### src/rtl/triangle_channel.sv
// triangle_channel: triangle / sawtooth wave channel with period timer and linear counter.
// Ports:
//   iClk, iReset_n      clock and asynchronous active-low reset
//   iEnable             runs the period timer and the wave sequencer
//   iWrite/iAddr/iWData register writes: 0 = period, 1 = control (reload/mode/halt)
//   iQuarterFrame       clocks the linear counter
//   oData               wave sample
//   oStep               high the cycle after oData took a step
//   oActive             linear counter is nonzero
module triangle_channel #(
    parameter int DATA_WIDTH   = 4,
    parameter int PERIOD_WIDTH = 11,
    parameter int LIN_WIDTH    = 7
) (
    input  logic                  iClk,
    input  logic                  iReset_n,
    input  logic                  iEnable,
    input  logic                  iWrite,
    input  logic [1:0]            iAddr,
    input  logic [15:0]           iWData,
    input  logic                  iQuarterFrame,
    output logic [DATA_WIDTH-1:0] oData,
    output logic                  oStep,
    output logic                  oActive
);
    localparam logic [DATA_WIDTH-1:0] MAX = '1;

    logic [PERIOD_WIDTH-1:0] timer, period;
    logic [LIN_WIDTH-1:0]    linCount, linReload;
    logic                    reloadFlag, halt, down;
    logic [1:0]              mode;
    logic                    tick, step, ctrlWrite, nextDown;
    logic [DATA_WIDTH-1:0]   nextData;

    assign tick      = timer == '0;
    assign step      = iEnable && tick && linCount != '0;
    assign ctrlWrite = iWrite && iAddr == 2'd1;
    assign oActive   = linCount != '0;

    // Modes 1/2 are saws that wrap; modes 0/3 bounce, pausing one step at each end.
    always_comb begin
        nextData = oData;
        nextDown = down;
        if (mode == 2'd1)
            nextData = oData + 1'b1;
        else if (mode == 2'd2)
            nextData = oData - 1'b1;
        else if (!down) begin
            if (oData == MAX) nextDown = 1'b1;
            else              nextData = oData + 1'b1;
        end else begin
            if (oData == '0)  nextDown = 1'b0;
            else              nextData = oData - 1'b1;
        end
    end

    always_ff @(posedge iClk or negedge iReset_n) begin
        if (!iReset_n) begin
            timer      <= '0;
            period     <= '0;
            linCount   <= '0;
            linReload  <= '0;
            reloadFlag <= 1'b0;
            halt       <= 1'b0;
            mode       <= 2'd0;
            down       <= 1'b0;
            oData      <= '0;
            oStep      <= 1'b0;
        end else begin
            // Timer reloads from the period register as it stood before any write this edge.
            if (iEnable)
                timer <= tick ? period : timer - 1'b1;
            if (step) begin
                oData <= nextData;
                down  <= nextDown;
            end
            oStep <= step;
            if (iQuarterFrame) begin
                if (reloadFlag)
                    linCount <= linReload;
                else if (linCount != '0)
                    linCount <= linCount - 1'b1;
                if (!halt)
                    reloadFlag <= 1'b0;
            end
            if (iWrite && iAddr == 2'd0)
                period <= iWData[PERIOD_WIDTH-1:0];
            // Placed last so a control write overrides the quarter-frame flag clear and the step's direction.
            if (ctrlWrite) begin
                linReload  <= iWData[LIN_WIDTH-1:0];
                mode       <= iWData[14:13];
                halt       <= iWData[15];
                reloadFlag <= 1'b1;
                down       <= 1'b0;
            end
        end
    end
endmodule

### config.mk
export PLATFORM = sky130hd
export DESIGN_NAME = triangle_channel
export DESIGN_NICKNAME = d
export VERILOG_FILES = /design/src/rtl/triangle_channel.sv
export SDC_FILE = /design/constraint.sdc
export NUM_CORES = 1
export LEC_CHECK = 0
export BUFFER_PORTS_ARGS = -buffer_cell sky130_fd_sc_hd__buf_2
export CAP_MARGIN = 20
export CORE_UTILIZATION = 52
export CTS_CLUSTER_SIZE = 8
export DETAILED_ROUTE_END_ITERATION = 6
export HOLD_SLACK_MARGIN = 0.1
export PLACE_DENSITY = 0.75
export SYNTH_ARGS = -nofsm -noshare
export SYNTH_HDL_FRONTEND = slang
export SYNTH_SLANG_ARGS = --single-unit
### constraint.sdc
create_clock -name iClk -period 2.1 [get_ports iClk]
set_clock_uncertainty 0.15 [all_clocks]
set_input_delay 0.42 -clock iClk [delete_from_list [all_inputs] [get_ports iClk]]
set_output_delay 0.42 -clock iClk [all_outputs]
set_load 0.02 [all_outputs]
==> impl_metrics.csv <==
group,metric,value,unit
setup_path,reg2reg_from,"oData[0]",
logic_synthesis,synth_top_cells_by_count,"dfrtp_1, mux2_2, o21ai_0",
die,num_rows,24,
drt,drtIter0Drc,85,
layout,multi_input_area,1140,sq um
setup_path,crit_fanout,5,
setup_path,end_kind,"register",
clock_network,clk_path_buf_depth,2,
logic_synthesis,yosysMostFrequentCell,"dfrtp_1",
die,core,4350,sq um
logic_synthesis,synth_edf_count,0,
logic_synthesis,synth_top_area_share,48.8,%
drt,drc,0,
clock_network,cts.clk_slew.worst_paths,0.08,ns
drt,via_count,1885,
worst_hold_path,hold_depth,3,
drt,maxUsedRoutingLayer,"met4",
setup_path,crit_start,"oData[0]",
pwr,ir_drop,625,uV
clock_network,cts_tree,"yes",
logic_synthesis,synth_cells,223,
timing,tightest_slew,0.571,ns
setup_path,crit_path_start_kind,"register",
logic_synthesis,ys_ff_latch,46,
logic_synthesis,yosys.area.top_type,"dfrtp_1",
timing,hold_viol_final,0,
placed_design,detailed_place.area,2660,sq um
layout,register_area,1150,sq um
placed_design,post-dp-hpwl,3550,um
placed_design,place_congestion,0.801,
global_route,grt_pass1_vias,1827,
timing,period_minus_slack,2.02,ns
die,die_h,69.3,um
die,start_util,54.1,%
logic_synthesis,ys_seq_area_share,48.8,%
layout,drive_gt1_share,34.4,%
global_route,grt_pass1_wl,8270,um
setup_path,worstPathArrival,2.05,ns
logic_synthesis,netlist_top_cells_area,"dfrtp_1, mux2_2, o21ai_0, ha_1, a21oi_1",
timing,fmax,0.494,GHz
layout,area_growth,19.4,%
drt,m1WireLength,2230,um
logic_synthesis,ys.flop_type,"dfrtp_1",
drt,met3WireLength,206,um
layout,stdcell_area,2810,sq um
setup_path,cp.required,2.13,ns
global_route,grt_use_total,21.5,%
timing,finalSetupViolCount,0,
timing,period_share,96.4,%
die,die_area,4810,sq um
layout,post-route-util,64.6,%
global_route,grt_max_degree,19,
drt,ant_nets,0,
worst_hold_path,worstHoldPathType,"input port to register",
layout,num-nets-final,302,
clock_network,clock_latency,0.29,ns
setup_path,crit_type,"register to register",
clock_network,clock-sinks,46,
timing,slew_viol_final,0,
setup_path,r2r_slack,0.08,ns
global_route,overflow,0,
logic_synthesis,yosys_warnings,0,
run_status,status,"finished clean",
placed_design,io_buffers,26,
logic_synthesis,async_flop_share,100,%
flow_run,drv_cap,0,
drt,route.met2.wl,2350,um
die,die_x,69.3,um
clock_network,numCtsBuffers,5,
drt,viasPerCell,5.80,
drt,dr.pass1.iters,4,
global_route,grt_antenna_before_repair,0,
logic_synthesis,syn_nets,253,
timing,maxSlewHeadroom,61.5,%
layout,diodes,0,
clock_network,clk_root_buffer_cell,"clkbuf_8",
logic_synthesis,netlist_area,2360,sq um
logic_synthesis,netlist-cell-type-count,52,
setup_path,rr_worst_depth,8,
pwr,powerDensity,1110,nW/um^2
clock_network,cts_max_level,2,
pwr,leakage,1.29,nW
die,io_pins,29,
logic_synthesis,syn_area_per_cell,10.6,sq um
drt,wirelength,4870,um
worst_hold_path,min_from,"iWData[8]",
drt,routedWlPerCell,15.0,um
layout,fill_cells,338,
final cells by class:
| class | count | area share [%] |
|---|---|---|
| multi-input combinational | 156 | 40.7 |
| clock buffer | 7 | 3.07 |
| sequential | 46 | 41.0 |
| inverter | 14 | 1.87 |
| clock inverter | 1 | 0.178 |
| timing repair buffer | 49 | 10.9 |
| tap | 52 | 2.31 |
flip-flops by register name, summed over array words and instances (netlist names):
signal and flops:
period 11, timer 11, linCount 7, linReload 7, oData 4, mode 2
down 1, halt 1, oStep 1, reloadFlag 1
critical path, stage by stage, from the launching register on:
cell       delay [ns]
dfrtp_2          0.40
inv_2            0.06
ha_1             0.18
and4bb_1         0.21
o21bai_2         0.21
a2111oi_4        0.33
buf_4            0.19
o21ai_2          0.06
xnor2_1          0.12
cell families after synthesis:
logic type / Yosys count / synth area share, %
AO/OA/AOI/OAI: 60 / 16.5
XOR/XNOR: 5 / 1.86
adder cells (fa/ha/maj): 7 / 3.72
buffers and inverters: 21 / 3.66
flip-flops: 46 / 48.8
multiplexers: 22 / 10.5
AND/OR/NAND/NOR: 62 / 15.0
per-layer routing:
layer,vias to the layer above,GRT usage (%)
met1,921,28.4
li1,910,-
met3,8,5.38
met4,0,7.48
met5,-,0
met2,46,34.4
what timing repair did:
item / CTS / global route
endpoints found under the hold margin: 15 / 0
endpoints found under the setup margin: 3 / 11
buffers inserted: 0 / 4
hold buffers: 1 / 0
pin swaps: 1 / 1
gates resized for setup: 2 / 5
power breakdown:
part / switching, W / leakage (nW) / internal (W) / total (W)
clock: 0.000299 / 0.0482 / 0.000266 / 0.000565
sequential: 0.000260 / 0.552 / 0.00116 / 0.00142
combinational: 0.000584 / 0.693 / 0.000570 / 0.00115
placed cells by master, fill, tap and decap left out, types with 2 or more instances in the layout:
master and count:
a31oi_1 4, ha_1 7, o21ai_0 20, clkbuf_8 6, nor4b_1 2, nand4_1 3, inv_1 12, nand3_1 7
dfrtp_1 45, o22ai_1 4, nor4_1 2, inv_2 2, nor2_1 10, nor3b_2 2, buf_4 23, nor3_2 2
mux2_2 21, buf_2 25, a21oi_1 16, xnor2_1 4, nor3_1 3, nand2_1 18
path summary, 6_finish.rpt:
check,to
min in group asynchronous,linCount[4]
max reg2reg,oData[3]
min,period[8]
max,oData[3]
max in group asynchronous,oData[2]
min reg2reg,reloadFlag
stage by stage:
| stage | instances | setup TNS (ns) | worst slack (ns) | hold slack (ns) | power (W) |
|---|---|---|---|---|---|
| after floorplan | 223 | 0 | 0.0296 | -0.0256 | 0.00214 |
| after global placement | 312 | 0 | 0.0588 | 0.215 | 0.00247 |
| after detailed placement | 312 | 0 | 0.0149 | 0.211 | 0.00253 |
| after CTS | 321 | 0 | 0.00264 | 0.177 | 0.00311 |
| after global routing | 325 | -0.00144 | -0.00144 | 0.187 | 0.00335 |
| final | 325 | 0 | 0.0760 | 0.183 | 0.00314 |
No activity file was read; power rests on OpenSTA's default activity.
